### src/rtl/uart_tx_cfg.sv
`default_nettype none
// ============================================================================
// Module  : uart_tx_cfg
// Brief   : Runtime-configurable UART transmitter (5-8 data bits, N/E/O
//           parity, 1/2 stop bits) paced by an OVS-times-baud tick.
// Revision: 1.0 - initial release
// ============================================================================
module uart_tx_cfg #(
    parameter int OVS = 16
) (
    input  logic       clk_i,
    input  logic       rst_i,
    input  logic       tick_i,
    input  logic       valid_i,
    output logic       ready_o,
    input  logic [7:0] data_i,
    input  logic [1:0] cfg_dbits_i,
    input  logic [1:0] cfg_parity_i,
    input  logic       cfg_stop2_i,
    output logic       tx_o,
    output logic       busy_o,
    output logic       done_o
);

    localparam int             SW      = $clog2(OVS);
    localparam logic [SW-1:0]  c_S_MAX = SW'(OVS - 1);

    localparam logic [2:0] c_ST_IDLE   = 3'd0;
    localparam logic [2:0] c_ST_START  = 3'd1;
    localparam logic [2:0] c_ST_DATA   = 3'd2;
    localparam logic [2:0] c_ST_PARITY = 3'd3;
    localparam logic [2:0] c_ST_STOP   = 3'd4;

    logic [2:0]    r_state;
    logic [2:0]    w_state_next;
    logic [SW-1:0] r_s;
    logic [2:0]    r_n;
    logic [7:0]    r_shift;
    logic [7:0]    w_shift_next;
    logic [1:0]    r_dbits;
    logic [1:0]    r_par;
    logic          r_stop2;
    logic          r_parbit;
    logic          r_tx;
    logic          w_tx_next;
    logic          r_done;

    logic          w_accept;
    logic          w_bit_end;
    logic          w_par_en;
    logic [7:0]    w_mask;
    logic          w_in_par;

    assign ready_o   = (r_state == c_ST_IDLE) && !rst_i;
    assign w_accept  = valid_i && ready_o;
    assign w_bit_end = tick_i && (r_s == c_S_MAX);
    assign w_par_en  = (r_par == 2'b01) || (r_par == 2'b10);

    // Parity is fixed at accept time from only the configured data bits.
    assign w_mask   = 8'hFF >> (2'd3 - cfg_dbits_i);
    assign w_in_par = (^(data_i & w_mask)) ^ (cfg_parity_i == 2'b10);

    // State register and datapath
    always_ff @(posedge clk_i) begin
        if (rst_i) begin
            r_state  <= c_ST_IDLE;
            r_s      <= '0;
            r_n      <= '0;
            r_shift  <= '0;
            r_dbits  <= '0;
            r_par    <= '0;
            r_stop2  <= 1'b0;
            r_parbit <= 1'b0;
            r_tx     <= 1'b1;
            r_done   <= 1'b0;
        end else begin
            r_state <= w_state_next;
            r_shift <= w_shift_next;
            r_tx    <= w_tx_next;
            r_done  <= (r_state == c_ST_STOP) && (w_state_next == c_ST_IDLE);
            if (w_accept) begin
                r_dbits  <= cfg_dbits_i;
                r_par    <= cfg_parity_i;
                r_stop2  <= cfg_stop2_i;
                r_parbit <= w_in_par;
                r_s      <= '0;
            end else if (r_state != c_ST_IDLE && tick_i) begin
                r_s <= w_bit_end ? '0 : r_s + 1'b1;
            end
            if (w_state_next != r_state) begin
                r_n <= '0;
            end else if (w_bit_end) begin
                r_n <= r_n + 3'd1;
            end
        end
    end

    // Next-state logic
    always_comb begin
        w_state_next = r_state;
        case (r_state)
            c_ST_IDLE:   if (w_accept) w_state_next = c_ST_START;
            c_ST_START:  if (w_bit_end) w_state_next = c_ST_DATA;
            c_ST_DATA:
                if (w_bit_end && r_n == {1'b1, r_dbits})
                    w_state_next = w_par_en ? c_ST_PARITY : c_ST_STOP;
            c_ST_PARITY: if (w_bit_end) w_state_next = c_ST_STOP;
            c_ST_STOP:
                if (w_bit_end && r_n == {2'b00, r_stop2})
                    w_state_next = c_ST_IDLE;
            default:     w_state_next = c_ST_IDLE;
        endcase
    end

    // Output logic: tx is computed from next-state values and registered
    always_comb begin
        w_shift_next = r_shift;
        if (w_accept)
            w_shift_next = data_i;
        else if (r_state == c_ST_DATA && w_bit_end)
            w_shift_next = {1'b0, r_shift[7:1]};

        w_tx_next = 1'b1;
        case (w_state_next)
            c_ST_START:  w_tx_next = 1'b0;
            c_ST_DATA:   w_tx_next = w_shift_next[0];
            c_ST_PARITY: w_tx_next = r_parbit;
            default:     w_tx_next = 1'b1;
        endcase
    end

    assign tx_o   = r_tx;
    assign busy_o = (r_state != c_ST_IDLE);
    assign done_o = r_done;

endmodule
`default_nettype wire

### config.mk
export PLATFORM = sky130hd
export DESIGN_NAME = uart_tx_cfg
export DESIGN_NICKNAME = d
export VERILOG_FILES = /design/src/rtl/uart_tx_cfg.sv
export SDC_FILE = /design/constraint.sdc
export NUM_CORES = 1
export LEC_CHECK = 0
export CAP_MARGIN = 20
export CORE_UTILIZATION = 48
export CTS_CLUSTER_DIAMETER = 120
export DETAILED_ROUTE_END_ITERATION = 10
export PLACE_DENSITY = 0.75
export SYNTH_ARGS = -nofsm -noshare
export SYNTH_HDL_FRONTEND = slang
export SYNTH_SLANG_ARGS = --single-unit
### constraint.sdc
create_clock -name clk_i -period 1.72 [get_ports clk_i]
set_input_delay 0.258 -clock clk_i [delete_from_list [all_inputs] [get_ports clk_i]]
set_output_delay 0.258 -clock clk_i [all_outputs]
set_load 0.005 [all_outputs]
### Word level (Yosys, flattened, before mapping)

Index checks and enable logic that the tools add are counted.
Widths: inputs -> output; s select.

* register bits after elaboration: 26
* input bits: 17
* output and inout port bits: 4
* logic and storage cells: 59

* $add $sub $neg: 3
* equal/unequal tests: 14
* shifts and indexed selects: 1
* multiplexer cells: 11
* bitwise operators: 2
* reductions and logical operators: 17

Operators with widths (number)
* $mux 3: 6
* $mux 8: 2
* $pmux 3 s5: 1
* $eq 3x2->1 const B: 4
* $and 8x8->8: 1
* $logic_and 1x1->1: 8
* $reduce_xor 8->1: 1
* $shr 8x2->8 const A: 1
* $eq 3x1->1 const B: 2
* $logic_not 3->1: 2
* $add 4x1->4 const B: 1
* $eq 2x2->1 const B: 2
* $eq 4x4->1 const B: 1
* $mux 4: 1
* $reduce_or 2->1: 2
* $add 3x1->3 const B: 1
* $eq 3x1->1: 1
* $eq 3x3->1: 1
* $eq 3x3->1 const B: 1
* $ne 3x3->1: 1
* $pmux 1 s3: 1
* $reduce_bool 3->1: 1
* $eq 2x1->1 const B: 1
* $reduce_bool 2->1: 1
* 4 further kinds: 4

### Depth between registers and ports, before layout

Gate-level depths: netlist of the first run.

* word-level depth: 7
* gate-level depth with buffers: 7
* mapped depth without buffers: 6

### Least setup slack after synthesis of the first run

No wires, ideal clock.

* path type: reg-to-reg
* start point: reg r_s[0]
* end point: reg r_done (netlist: done_o)
* arrival time: 1.558 ns
* required time: 1.604 ns
* slack: 0.046 ns
* cell stages (with the launch flop): 7
* period minus slack after synthesis: 1.674 ns
* path through: dfxtp_1 ha_1 nand4_2 nor3_4 a31o_2 nor2b_1 and3_1

* longest elaborated chain between the ends: 7
* elaborated cells on any way between the ends: 11
* classes of those cells: 1 x eq/ne; 5 x mux; 5 x reduce/logical

Ends and longest elaborated chain
* start, declared: line 36 `logic [SW-1:0] r_s;`
* start signal, assigned: line 88 `r_s <= w_bit_end ? '0 : r_s + 1'b1;`
* $eq 4x4->1 (*): line 56 `assign w_bit_end = tick_i && (r_s == c_S_MAX);`
* $logic_and 1x1->1 (*): line 56
* $logic_and 1x1->1 (on tied branches): line 109, 105
* $mux 3 (on tied branches): line 109, 105
* $pmux 3 s5 (*): line 101 `case (r_state)`
* $logic_not 3->1 (*): line 80 `r_done <= (r_state == c_ST_STOP) && (w_state_next == c_ST_IDLE);`
* $logic_and 1x1->1 (*): line 80
* end signal, assigned: line 80
* end, declared: line 46 `logic r_done;`

Mark *: on every way between the ends. The rest lies on a longest branch, timed or not.
A chain may end at the register's enable or synchronous reset.

### Worst setup path in the final report of the first run

* start point: reg r_s[1]
* end point: reg r_tx (netlist: tx_o)

* longest elaborated chain between the ends: 7
* elaborated cells on any way between the ends: 16
* classes of those cells: 4 x eq/ne; 8 x mux; 4 x reduce/logical

Ends and longest elaborated chain
* $eq 4x4->1 (*): line 56
* $logic_and 1x1->1 (*): line 56
* $logic_and 1x1->1 (on tied branches): line 109, 105
* $mux 3 (on tied branches): line 109, 105
* $pmux 3 s5: line 101
* $eq 3x2->1 or $eq 3x1->1 (tied branches): line 124 `case (w_state_next)`
* $pmux 1 s3 (*): line 124
* end signal, assigned: line 79 `r_tx <= w_tx_next;`
* end, declared: line 44 `logic r_tx;`

Mark *: on every way between the ends. The rest lies on a longest branch, timed or not. The select of a mux whose other input is x is not followed.

==> results.md, run 1 <==
- Initial DRC Count: 45
- Synth unique cells: 47
- IO Pins: 21
- Commonest cells after routing, fill and taps aside: nand2_1 (28), buf_4 (24), dfxtp_1 (21)
- Share of cells above drive strength 1: 0.255
- Total Routing Usage GR: 0.219
- Reg clk slew, reported paths: 140 ps
- Synth Instances: 168
- Hold path start: cfg_stop2_i
- Top FF cell, synth: dfxtp_1
- H-tree lvl count: 1
- Syn. warnings: 0
- Hold slack: 463 ps
- CTS tree: done
- Outcome: finished clean
- Worst-Skew Late Latency: 320 ps
- Sequential share of the synthesized area: 0.368
- Worst hold path cell count: 3
- WHS Endpoint: r_stop2
- Initial antenna violation count: 0
- Post-synth ARST share: 0
- Diodes inserted: 0
- CTS max path bufs: 2
- Crit path buffers/inverters: 2
- Pin count of the biggest net entering global routing: 22
- Max Cap Viol: 0
- Grt ovf: 0
- Initial core utilization: 0.509
- Number of global-route vias before repair: 1,312
- Total power: 0.00117 W
- Die area: 0.00317 mm2
- Drt wl/cell: 14.3 um
- Area Overhead vs Synth: 33.5%
- #FFs+latches synth: 26
- Avg Cell Area, Syn: 8.42 um2
- Design Area, Final: 0.00189 mm2
- Finished Core Util: 0.679
- Clock skew: 2.38 ps
- Hold Fails Final Rpt: 0
- First-pass GRT wire length: 5600 um
- WS Path Type: reg2reg
- CTS Sinks: 26
- Post-route insts no fill: 239
- Die Y-Extent: 56.3 um
- Synth top area share: 0.368
- Reg-to-Reg Start: r_s[1]
- Slew HR: 0.747
- Worst path cell trace: ha_4 -> buf_4 -> and4_4 -> o32ai_2 -> a31oi_1 -> buf_4 -> a31oi_1 -> o21ai_1
- Period utilization: 0.971
- Hold Buf Count CTS: 0
- Worst setup EP type: flop
- Maximum vdd drop: 492 uV
- Count of flip-flops with a built-in enable after synthesis: 0
- Cell taking the most area after synthesis: dfxtp_1
- Syn Std Cell Area: 0.00142 mm2
- Top cell family by delay on the critical path: compound AO/OA/AOI/OAI gates
- CP Data Required Time: 1940 ps
- Final min period: 1670 ps
- Placed Cells: 230
- Detailed-route vias per instance: 5.78
- Synth area leaders: dfxtp_1 (37%), nand2_1 (7.4%), xnor2_1 (7.4%)
- Global placement routability congestion: 0.892
- Startpoint type of the worst setup path: flop
- Num rows: 19
- Max-slew violation count: 0
- Total Wirelength: 3420 um
- Synthesized Nets: 187
- Crit Path Max Fanout: 6
- RSZ-0062 raised after global routing: yes
- Core Region: 0.00278 mm2
- Worst r2r path cells: 8
- Cts bufs inserted: 3
- Dpl hpwl: 2390 um
- Reg2reg setup slack: 50 ps
- Residual DRC: 0
- Die Wd: 56.3 um
- DR pass1 iterations: 5
- DP Area: 0.00176 mm2
- Port-buffer cells: 20
- Critical path's largest stage delay: 360 ps
- Root buf cell: clkbuf_4
- ANT nets after route: 0
- Most common cell after layout, fill and taps aside: nand2_1
- Worst-Margin Slew: 380 ps
- Slowest stage cell, crit path: dfxtp_2
- Fin nets: 229
- Fmax: 599 MHz
- Hold Crit Class: in2reg
- LEAKAGE: 0.722 nW
- Crit path DAT: 1890 ps
- Count of final setup violators: 0
- Pwr dens: 617 mW/mm2
- Vias: 1,382
- Reg-to-reg endpoint: tx_o
==> kinds of logic after synthesis <==
kind of cell | Yosys count | share of synthesized area
and+or+nand+nor | 79 | 0.307
xor gates and xnor gates | 14 | 0.0867
adders and majority gates | 2 | 0.0177
AOI/OAI and AO/OA | 35 | 0.182
buffers and inverters | 12 | 0.0389
DFF | 26 | 0.368
==> worst min-delay path: cells and delay by family <==
| family | cells | cell delay, ps |
|---|---|---|
| buffers and inverters | 1 | 400 |
| AND/OR/NAND/NOR | 2 | 100 |
==> synth_stat cells (2+ instances only) <==
| library cell | instances |
|---|---|
| nor3_1 | 2 |
| nand4_1 | 2 |
| nor3_4 | 2 |
| o21ai_0 | 5 |
| clkbuf_1 | 4 |
| xor2_1 | 2 |
| xnor2_1 | 12 |
| ha_1 | 2 |
| a311oi_1 | 6 |
| a31oi_1 | 3 |
| and3_1 | 2 |
| buf_2 | 3 |
| and2_2 | 2 |
| nor2_1 | 18 |
| a211oi_2 | 2 |
| nand3b_1 | 6 |
| nand3_1 | 3 |
| and4_1 | 2 |
| dfxtp_1 | 26 |
| a32oi_1 | 2 |
| a21oi_1 | 6 |
| or3_1 | 2 |
| inv_1 | 3 |
| nand2_1 | 28 |
==> worst max path at each step <==
stage	startpoint	endpoint	slack, ps	depth (start not counted)
floorplan	r_s[0]	done_o	50	6
global placement	tick_i	done_o	-200	7
detailed placement	tick_i	r_n[1]	-250	7
CTS	r_s[0]	r_n[1]	20	7
global route	r_s[1]	tx_o	-10	8
finish	r_s[1]	tx_o	50	8
==> power by group <==
part	total (W)	internal [W]	leakage, nW	switching, W
Combinational	0.000252	0.000137	0.493	0.000115
Clock	0.000262	0.0000819	0.0138	0.000180
Sequential	0.000652	0.000632	0.215	0.0000201
Total	0.00117	0.000851	0.722	0.000315
==> through the flow <==
| stage | setup TNS (ps) | setup slack (ps) |
|---|---|---|
| final | 0 | 50.3 |
| after global routing | -14.5 | -12.0 |
| after CTS | 0 | 16.9 |
| after detailed placement | -3310 | -250 |
| after global placement | -2460 | -204 |
| after floorplan | 0 | 46.3 |
==> per-layer routing <==
layer	global-route usage	wire length [um]	vias up
li1	-	-	678
met1	0.281	1660	655
met2	0.376	1600	45
met3	0.0253	135	4
met4	0.0836	26	0
met5	0	0	-
==> area by class of cell <==
type | instances | area, um2
Clock buffer | 3 | 22.5
Fill cell | 231 | 892
Inverter | 4 | 17.5
Multi-Input combinational cell | 130 | 892
Sequential cell | 26 | 529
Tap cell | 31 | 38.8
Timing Repair Buffer | 45 | 389
==> state kept, by name, indices dropped and copies added, names as in the netlist <==
name / count
r_dbits: 2
tx_o: 1
r_par: 2
r_state: 3
r_n: 3
done_o: 1
r_s: 4
r_parbit: 1
r_shift: 8
r_stop2: 1
==> what timing repair did <==
action | in CTS | in global routing
endpoints found under the setup margin | 7 | 5
endpoints found under the hold margin | 0 | 0
pin swaps | 3 | 3
buffers inserted | 5 | 1
resized for setup | 12 | 7
No activity file was read; power rests on OpenSTA's default activity.
==> run 2, diff against run 1 <==
--- a/config.mk
+++ b/config.mk
@@ -6,6 +6,7 @@
 export NUM_CORES = 1
 export LEC_CHECK = 0
 export CAP_MARGIN = 20
+export CORE_ASPECT_RATIO = 1.2
 export CORE_UTILIZATION = 48
 export CTS_CLUSTER_DIAMETER = 120
 export DETAILED_ROUTE_END_ITERATION = 10
==> run 2 against run 1 <==
Against the previous run:
- combinational power grew 4%
- first-iteration DRC count shrank 36%
- register-to-register slack is essentially flat
- clock power grew 25%
- sequential share of layout area shrank 0.20 points
- sequential power is essentially flat
- critical path depth shrank 2
==> results.md, run 2 (synthesis gave the netlist of run 1 again) <==
- Design Area, Final: 0.00191 mm2 (was 0.00189 mm2)
- Max-slew violation count: 0 (unchanged)
- Die Y-Extent: 61.5 um (was 56.3 um)
- Top reg by flops: r_shift (unchanged)
- Grt ovf: 0 (unchanged)
- Reg clk slew, reported paths: 150 ps (was 140 ps)
- Number of global-route vias before repair: 1,402 (was 1,312)
- Period utilization: 0.975 (was 0.971)
- Multi-input gate area: 882 um2 (was 892 um2)
- CP Data Required Time: 1950 ps (was 1940 ps)
- LEAKAGE: 0.731 nW (was 0.722 nW)
- Clock skew: 2.47 ps (was 2.38 ps)
- Pwr dens: 649 mW/mm2 (was 617 mW/mm2)
- Max Cap Viol: 0 (unchanged)
- Outcome: finished clean (unchanged)
- Crit path DAT: 1910 ps (was 1890 ps)
- Share of cells above drive strength 1: 0.252 (was 0.255)
- Cts bufs inserted: 3 (unchanged)
- Die area: 0.00317 mm2 (about the same)
- Worst setup EP type: flop (unchanged)
- Setup slack after layout: 43.3 ps (was 50.3 ps)
- First-pass GRT wire length: 5930 um (was 5600 um)
- Die Wd: 51.6 um (was 56.3 um)
- Total power: 0.00124 W (was 0.00117 W)
- Dpl ws: -239 ps (was -250 ps)
- Fmax: 596 MHz (was 599 MHz)
- Regs by FF count: r_shift: 8 flops, r_s: 4 flops (unchanged)
- CTS Sinks: 26 (unchanged)
- Grt met2 use: 0.466 (was 0.376)
- Initial core utilization: 0.508 (was 0.509)
- Dpl hpwl: 2670 um (was 2390 um)
- Slew HR: 0.775 (was 0.747)
- Global placement routability congestion: 0.940 (was 0.892)
- Worst-Margin Slew: 336 ps (was 380 ps)
- Maximum vdd drop: 511 uV (was 492 uV)
- Total Routing Usage GR: 0.254 (was 0.219)
- Hold Crit Class: in2reg (unchanged)
- Num rows: 21 (was 19)
- IO Pins: 21 (unchanged)
- Vias: 1,482 (was 1,382)
- Most common cell after layout, fill and taps aside: nand2_1 (unchanged)
- WS Path Type: reg2reg (unchanged)
- Register area: 532 um2 (was 529 um2)
- Drt wl/cell: 15.6 um (was 14.3 um)
- GR peak layer: met2 (unchanged)
- CTS max path bufs: 2 (unchanged)
- DR pass1 iterations: 4 (was 5)
- Total Wirelength: 3800 um (was 3420 um)
- ANT nets after route: 0 (unchanged)
- GR Layer Usage met1: 0.277 (was 0.281)
- Port-buffer cells: 20 (unchanged)
- Startpoint type of the worst setup path: flop (unchanged)
- DP Area: 0.00174 mm2 (was 0.00176 mm2)
- Core Region: 0.00279 mm2 (was 0.00278 mm2)
- Worst-Skew Late Latency: 330 ps (was 320 ps)
- Fin nets: 230 (was 229)
- Commonest cells after routing, fill and taps aside: nand2_1 (28), buf_4 (24), dfxtp_1 (21) (unchanged)
- Count of final setup violators: 0 (unchanged)
- Initial antenna violation count: 0 (unchanged)
- H-tree lvl count: 1 (unchanged)
- Crit Path Max Fanout: 6 (unchanged)
- Root buf cell: clkbuf_4 (unchanged)
- Diodes inserted: 0 (unchanged)
- Detailed-route vias per instance: 6.07 (was 5.78)
- Post-route insts no fill: 244 (was 239)
- Pin count of the biggest net entering global routing: 22 (unchanged)
- Final min period: 1680 ps (was 1670 ps)
- CTS tree: done (unchanged)
- Met3 GRT Util: 0.0321 (was 0.0253)
- Area Overhead vs Synth: 35.1% (was 33.5%)
- Max reg flops: 8 (unchanged)
- Fillers: 246 (was 231)
- Placed Cells: 230 (unchanged)
- Residual DRC: 0 (unchanged)
- Initial DRC Count: 29 (was 45)
- Hold Fails Final Rpt: 0 (unchanged)
run 2: cell count changes in the layout (fill, tap and decap cells not counted), sizes merged:
cell	change
buf	+1
clkbuf	+1
clkdlybuf4s15	+1
dlygate4sd2	-1
run 2: repair_timing:
action,CTS,global route
setup buffers,5,5
resized for setup,10,10
hold buffers,0,0
pin swaps,2,4
endpoints found under the setup margin,10,13
run 2: critical path: stages (launching register included):
cell	delay, ps
dfxtp_2	410
ha_4	160
and4_2	310
o32ai_1	100
a31oi_1	300
and4_1	240
o21ai_1	60
run 2: power breakdown:
group          internal (W)  switching, W
registers          0.000631     0.0000209
logic              0.000141      0.000121
clock network      0.000130      0.000197
run 2: area by class of cell:
class	instances	area share
multi-input cells	130	0.461
flip-flops and latches	26	0.278
repair buffers	46	0.210
well taps	34	0.0223
clock buffers	4	0.0190
inverters	4	0.00916
run 2: final timing paths:
| path | start | endpoint | slack [ps] | cells after the start |
|---|---|---|---|---|
| max | r_s[1] | tx_o | 40 | 6 |
| min | cfg_stop2_i | r_stop2 | 450 | 3 |
| max reg2reg | r_s[1] | tx_o | 40 | 6 |
| min reg2reg | r_shift[7] | r_shift[7] | 500 | 2 |
run 2: metrics by stage:
| stage | setup TNS, ps | util | hold WS (ps) |
|---|---|---|---|
| 2_1_floorplan | 0 | - | 357 |
| 3_3_place_gp | -2680 | 0.625 | 458 |
| 3_5_place_dp | -3360 | 0.625 | 476 |
| 4_1_cts | 0 | 0.659 | 452 |
| 5_1_grt | -18.8 | 0.686 | 477 |
| 6_report | 0 | 0.686 | 449 |
run 2: metal layers:
layer  part of all wire  vias to the layer above  wire length, um
met5                  0                        -                0
met4              0.030                        0              114
met3              0.046                       17              176
met2               0.54                       69             2040
met1               0.39                      717             1470
li1                   -                      679                -
